==> src/rtl/game_pkg.sv <==
// Shared game constants and types.
// Holds screen geometry, default sprite sizes, the saturated score value,
// the collision/scoring FSM encoding and the BCD digit type.
package game_pkg;

    localparam int unsigned SCREEN_W      = 1024;
    localparam int unsigned SCREEN_H      = 768;

    localparam int unsigned MISSILE_W_DEF = 4;
    localparam int unsigned MISSILE_H_DEF = 16;
    localparam int unsigned ENEMY_W_DEF   = 64;
    localparam int unsigned ENEMY_H_DEF   = 48;

    localparam logic [15:0] MAX_SCORE_BCD = 16'h9999;

    typedef enum logic [2:0] {
        StIdle,
        StCapture,
        StCompare,
        StScore,
        StLevel
    } state_e;

    typedef logic [3:0] bcd_digit_t;

endpackage

==> src/rtl/bcd_digit_add.sv <==
// Single-digit BCD adder.
// Ports:
//   a    - BCD digit (0..9)
//   b    - binary addend (0..9)
//   cin  - carry in
//   sum  - resulting BCD digit
//   cout - decimal carry out
module bcd_digit_add
    import game_pkg::*;
(
    input  bcd_digit_t a,
    input  logic [3:0] b,
    input  logic       cin,
    output bcd_digit_t sum,
    output logic       cout
);

    logic [4:0] raw;

    always_comb begin
        raw  = {1'b0, a} + {1'b0, b} + {4'd0, cin};
        sum  = raw[3:0];
        cout = 1'b0;
        if (raw > 5'd9) begin
            sum  = 4'(raw - 5'd10);
            cout = 1'b1;
        end
    end

endmodule

==> src/rtl/hit_score_ctl.sv <==
// Per-frame collision and scoring controller.
// On each rising edge of vblnk the FSM captures missile/enemy positions,
// tests for bounding-box overlap, ripple-adds POINTS into a 4-digit BCD
// score (one digit per cycle, saturating at 9999) and advances the level
// every HITS_PER_LEVEL hits.
// Ports:
//   pclk, rst              - clock, synchronous active-high reset
//   vblnk                  - vertical blank
//   missile_x/y, missile_on, enemy_x/y, enemy_alive - object state
//   player_hit             - enemy reached ship (lives feature only)
//   hit, level_up          - one-cycle pulses
//   score_bcd, level       - score (4 BCD digits) and current level
//   lives, game_over       - remaining lives, sticky end flag
//   busy                   - FSM not idle
// Optional feature: define HIT_SCORE_LIVES_EN to enable lives/game_over.
module hit_score_ctl
    import game_pkg::*;
#(
    parameter int unsigned MISSILE_W      = MISSILE_W_DEF,
    parameter int unsigned MISSILE_H      = MISSILE_H_DEF,
    parameter int unsigned ENEMY_W        = ENEMY_W_DEF,
    parameter int unsigned ENEMY_H        = ENEMY_H_DEF,
    parameter int unsigned POINTS         = 5,
    parameter int unsigned HITS_PER_LEVEL = 8,
    parameter int unsigned MAX_LEVEL      = 9
) (
    input  logic        pclk,
    input  logic        rst,
    input  logic        vblnk,
    input  logic [11:0] missile_x,
    input  logic [11:0] missile_y,
    input  logic        missile_on,
    input  logic [11:0] enemy_x,
    input  logic [11:0] enemy_y,
    input  logic        enemy_alive,
    input  logic        player_hit,
    output logic        hit,
    output logic [15:0] score_bcd,
    output logic [3:0]  level,
    output logic        level_up,
    output logic [1:0]  lives,
    output logic        game_over,
    output logic        busy
);

    localparam int unsigned CntW = (HITS_PER_LEVEL > 1) ? $clog2(HITS_PER_LEVEL) : 1;

    state_e      state_q, state_d;
    logic        vblnk_q;
    logic        tick;
    logic [11:0] mx_q, my_q, ex_q, ey_q;
    logic        on_q, alive_q;
    logic        overlap;
    logic [1:0]  digit_idx_q;
    logic        carry_q;
    logic        sat_q;
    logic [15:0] score_q;
    logic        hit_q;
    logic [3:0]  level_q;
    logic        level_up_q;
    logic [CntW-1:0] hit_cnt_q;
    logic [1:0]  lives_q;
    logic        game_over_q;

    bcd_digit_t  dig_a, dig_sum;
    logic [3:0]  dig_b;
    logic        dig_cout;

    assign tick = vblnk & ~vblnk_q;

    // 13-bit sums so sprite extents near 4095 cannot wrap.
    always_comb begin
        overlap = ({1'b0, mx_q} < ({1'b0, ey_q[11:0]} & 13'd0) + {1'b0, ex_q} + 13'(ENEMY_W))
                && (({1'b0, mx_q} + 13'(MISSILE_W)) > {1'b0, ex_q})
                && ({1'b0, my_q} < ({1'b0, ey_q} + 13'(ENEMY_H)))
                && (({1'b0, my_q} + 13'(MISSILE_H)) > {1'b0, ey_q})
                && on_q && alive_q;
    end

    always_comb begin
        dig_a = score_q[{digit_idx_q, 2'b00} +: 4];
        dig_b = (digit_idx_q == 2'd0) ? 4'(POINTS) : 4'd0;
    end

    bcd_digit_add u_bcd_digit_add (
        .a    (dig_a),
        .b    (dig_b),
        .cin  (carry_q),
        .sum  (dig_sum),
        .cout (dig_cout)
    );

    always_comb begin
        state_d = state_q;
        unique case (state_q)
            StIdle:    if (tick && !game_over_q) state_d = StCapture;
            StCapture: state_d = StCompare;
            StCompare: state_d = overlap ? StScore : StIdle;
            StScore:   if (digit_idx_q == 2'd3) state_d = StLevel;
            StLevel:   state_d = StIdle;
            default:   state_d = StIdle;
        endcase
    end

    always_ff @(posedge pclk) begin
        if (rst) state_q <= StIdle;
        else     state_q <= state_d;
    end

    always_ff @(posedge pclk) begin
        if (rst) begin
            vblnk_q     <= 1'b0;
            mx_q        <= '0;
            my_q        <= '0;
            ex_q        <= '0;
            ey_q        <= '0;
            on_q        <= 1'b0;
            alive_q     <= 1'b0;
            digit_idx_q <= '0;
            carry_q     <= 1'b0;
            sat_q       <= 1'b0;
            score_q     <= '0;
            hit_q       <= 1'b0;
            level_q     <= 4'd1;
            level_up_q  <= 1'b0;
            hit_cnt_q   <= '0;
        end else begin
            vblnk_q    <= vblnk;
            hit_q      <= 1'b0;
            level_up_q <= 1'b0;
            case (state_q)
                StCapture: begin
                    mx_q    <= missile_x;
                    my_q    <= missile_y;
                    ex_q    <= enemy_x;
                    ey_q    <= enemy_y;
                    on_q    <= missile_on;
                    alive_q <= enemy_alive;
                end
                StCompare: begin
                    hit_q       <= overlap;
                    digit_idx_q <= '0;
                    carry_q     <= 1'b0;
                    // BCD ordering matches numeric ordering, so a plain compare works.
                    sat_q       <= score_q > (MAX_SCORE_BCD - 16'(POINTS));
                end
                StScore: begin
                    if (sat_q) begin
                        score_q <= MAX_SCORE_BCD;
                    end else begin
                        score_q[{digit_idx_q, 2'b00} +: 4] <= dig_sum;
                    end
                    carry_q     <= dig_cout;
                    digit_idx_q <= digit_idx_q + 2'd1;
                end
                StLevel: begin
                    if (hit_cnt_q == CntW'(HITS_PER_LEVEL - 1)) begin
                        hit_cnt_q <= '0;
                        if (level_q < 4'(MAX_LEVEL)) begin
                            level_q    <= level_q + 4'd1;
                            level_up_q <= 1'b1;
                        end
                    end else begin
                        hit_cnt_q <= hit_cnt_q + CntW'(1);
                    end
                end
                default: ;
            endcase
        end
    end

`ifdef HIT_SCORE_LIVES_EN
    always_ff @(posedge pclk) begin
        if (rst) begin
            lives_q     <= 2'd3;
            game_over_q <= 1'b0;
        end else begin
            if (player_hit && (lives_q != 2'd0)) lives_q <= lives_q - 2'd1;
            // Sets the cycle after lives has reached zero; sticky until reset.
            if (lives_q == 2'd0) game_over_q <= 1'b1;
        end
    end
`else
    logic unused_player_hit;
    assign unused_player_hit = player_hit;
    assign lives_q     = 2'd3;
    assign game_over_q = 1'b0;
`endif

    assign hit       = hit_q;
    assign score_bcd = score_q;
    assign level     = level_q;
    assign level_up  = level_up_q;
    assign lives     = lives_q;
    assign game_over = game_over_q;
    assign busy      = (state_q != StIdle);

endmodule

==> config.mk <==
export PLATFORM = sky130hd
export DESIGN_NAME = hit_score_ctl
export DESIGN_NICKNAME = d
export VERILOG_FILES = /design/src/rtl/game_pkg.sv /design/src/rtl/bcd_digit_add.sv /design/src/rtl/hit_score_ctl.sv
export SDC_FILE = /design/constraint.sdc
export NUM_CORES = 1
export LEC_CHECK = 0
export CAP_MARGIN = 20
export CORE_MARGIN = 4
export CORE_UTILIZATION = 54
export CTS_CLUSTER_SIZE = 12
export DETAILED_ROUTE_END_ITERATION = 8
export GPL_TIMING_DRIVEN = 0
export HOLD_SLACK_MARGIN = 0.06
export PLACE_DENSITY = 0.76
export SLEW_MARGIN = 15
export SYNTH_ARGS = -nofsm -noshare
export SYNTH_HDL_FRONTEND = slang
export SYNTH_SLANG_ARGS = --single-unit
==> constraint.sdc <==
create_clock -name pclk -period 4.5 [get_ports pclk]
set_input_delay 1.125 -clock pclk [delete_from_list [all_inputs] [get_ports pclk]]
set_output_delay 1.125 -clock pclk [all_outputs]
set_load 0.005 [all_outputs]
==> reports/metrics.cfg <==
[outcome]
status = complete, no violations

[placement]
port_buffers = 75
routabilityCongestion = 0.950
dp_hpwl_um = 10500
dp.cells = 806

[critical_path]
path_max_fanout = 7
crit_family = adder cells
slowest_delay_ns = 0.40
worstPathArrival_ns = 4.10
cp_slowest_cell = a21oi_1
cp-start-kind = register
crit_required_ns = 4.75
cp_cell_sequence = buf_6 > inv_1 > ha_1 > inv_1 > fa_1 > inv_1 > ha_1 > xnor2_1 > ha_1 > a22o_1 > o21ai_1 > a21oi_1 > mux2_4 > o41ai_1
endpoint_kind = register
timing_worst_setup_path_type = register to register
crit_buf_inv = 4

[yosys]
synth.distinct_cells = 61
synth_top_area_frac = 0.330
synth_area_leaders = dfxtp_1, ha_1, nand2_1
ys.flop_type = dfxtp_1
synth_warnings = 0
synthArstFlopShare = 0
avgSynthCellArea_um2 = 8.10
synth.most_common_cell = nand2_1
yosysTopAreaCell = dfxtp_1
synth-seq-area-share = 0.330
syn_inst = 622
synth-seq-cells = 83
synth_edf_count = 0
synthTopCellsByCount = nand2_1, dfxtp_1, a21oi_1, ha_1, inv_1
synth_area_um2 = 5040

[timing]
fin_skew_ns = 0.00917
min_period_over_period = 0.856
rsz0062_at_grt = no
setup_viol = 0
min_period_ns = 3.85
setup_tns_ns = 0
worst_pin_slew_ns = 0.641
hold_violations = 0
relSlewSlack = 0.572
slew_viol_final = 0
fmax_mhz = 260

[clock_tree]
cts_max_level = 3
clock_sinks = 83
root_buffer = clkbuf_8
clk_pin_slew_ns = 0.09
cts_resized = 0
cts_tree = yes
max-clock-path-buffers = 2
post_cts_buffers = 0
cts_hold_buffers = 0
cts_buffers = 9
worstSkewPairLatency_ns = 0.36

[drt]
vias_per_cell = 5.84
via_count = 4799
dr.pass1.iters = 5
drt-initial-drc-count = 224
ant_nets = 0
wl_per_cell_um = 16.8
wirelength_um = 13800
remaining_drc_errors = 0

[global_route]
antenna_found_initial = 0
track_usage = 0.256
grt_pass1_wl_um = 23200
overflow = 0
grt_pass1_vias = 4893
grt_max_degree = 15

[finish]
drive_gt1_frac = 0.0378
syn2layout_area_growth_pct = 22.9
n_antenna_cell = 0
fin_nets = 823
fin_cells = 822
fillers = 758
regArea_um2 = 1660
multi_input_area_um2 = 3100

[floorplanning]
initial_utilization = 0.567
fp.dieArea_um2 = 10900
pin_count = 80
rows = 34
coreArea_um2 = 8890
die_w_um = 105
die_h_um = 105

[pwr]
p_leak_nw = 2.47
ir_drop_mv = 0.187
powerDensity_nw_per_um2 = 284

[flow_run]
maxCapViolCount = 0

[worst_hold_path]
hp-class = register to register

==> cell type report <==
class                   count  share of cell area
well taps                 108              0.0218
inverters                  43              0.0261
flip-flops and latches     83               0.268
multi-input cells         469               0.500
repair buffers             75               0.121
plain buffers              28              0.0200
clock inverters             6              0.0220
clock buffers              10              0.0206
==> worst paths after layout <==
| path | start | endpoint | slack, ns | cells after the start |
|---|---|---|---|---|
| worst max-delay path | digit_idx_q[0]$_SDFFE_PP0P_ | score_bcd[2]$_SDFFE_PP0P_ | 0.65 | 14 |
| worst min-delay path | ex_q[1]$_SDFFE_PP0P_ | ex_q[1]$_SDFFE_PP0P_ | 0.46 | 2 |
| worst max register to register | digit_idx_q[0]$_SDFFE_PP0P_ | score_bcd[2]$_SDFFE_PP0P_ | 0.65 | 14 |
| worst min register to register | ex_q[1]$_SDFFE_PP0P_ | ex_q[1]$_SDFFE_PP0P_ | 0.46 | 2 |
==> kinds of logic (layout without fill, tap and decap cells) <==
| group | after synthesis | after routing | share of synthesized area |
|---|---|---|---|
| xor+xnor | 28 | 28 | 0.0486 |
| mux | 10 | 10 | 0.0330 |
| compound gates | 134 | 134 | 0.173 |
| fa+ha+maj | 60 | 60 | 0.150 |
| flops | 83 | 83 | 0.330 |
| other cells | 2 | 3 | 0.00149 |
| buf+inv | 71 | 162 | 0.0566 |
| simple gates | 234 | 234 | 0.207 |
==> state kept, by name, summed over array words and instances, names as in the netlist <==
| name | count |
|---|---|
| score_bcd | 16 |
| ex_q | 12 |
| ey_q | 12 |
| mx_q | 12 |
| my_q | 12 |
| level | 4 |
| hit_cnt_q | 3 |
| state_q | 3 |
| digit_idx_q | 2 |
| alive_q | 1 |
| carry_q | 1 |
| hit | 1 |
| level_up | 1 |
| on_q | 1 |
| sat_q | 1 |
| vblnk_q | 1 |
==> worst reg2reg max path: cells and delay by family (launching register included) <==
| family | cells | cell delay (ns) |
|---|---|---|
| multiplexers | 1 | 0.38 |
| flip-flops | 1 | 0.37 |
| AO/OA/AOI/OAI | 4 | 1.06 |
| XOR/XNOR | 1 | 0.19 |
| adder cells (fa/ha/maj) | 4 | 1.19 |
| buffers and inverters | 4 | 0.56 |
==> per-layer routing <==
layer	vias up	global-route usage	routed length (um)
met2	173	0.412	6260
met3	32	0.0462	813
met5	-	0	0
met1	2260	0.343	6330
li1	2334	-	-
met4	0	0.0975	378
==> power by group <==
part	total, mW	switching [mW]	internal, mW
logic	0.262	0.136	0.126
clock network	0.715	0.288	0.427
registers	0.781	0.0244	0.756
total	1.76	0.448	1.31
==> through the flow <==
step	instance area [um^2]	utilization	total power, mW	setup slack, ns	hold slack (ns)
after global routing	6190	0.697	1.83	0.463	0.476
after floorplan	5040	-	0.949	1.29	0.436
after CTS	6190	0.697	1.76	0.731	0.463
after global placement	5930	0.667	1.04	0.979	0.444
after detailed placement	5930	0.667	1.05	0.777	0.450
final	6190	0.697	1.76	0.649	0.458
==> cells in the final DEF (no fill, tap or decap), types with 5 or more instances in the layout <==
cell type,n
nand2_1,124
dfxtp_1,83
clkdlybuf4s50_1,75
a21oi_1,69
ha_1,59
inv_1,43
nor2_1,36
nand3_1,26
clkbuf_1,25
xnor2_1,19
o21ai_0,14
nor3_1,10
xor2_1,9
clkbuf_8,9
and3_1,8
nor2b_1,6
o22ai_1,6
and4_1,6
mux2i_1,5
a21o_1,5
Note: power is estimated with default switching activity, not from simulation.
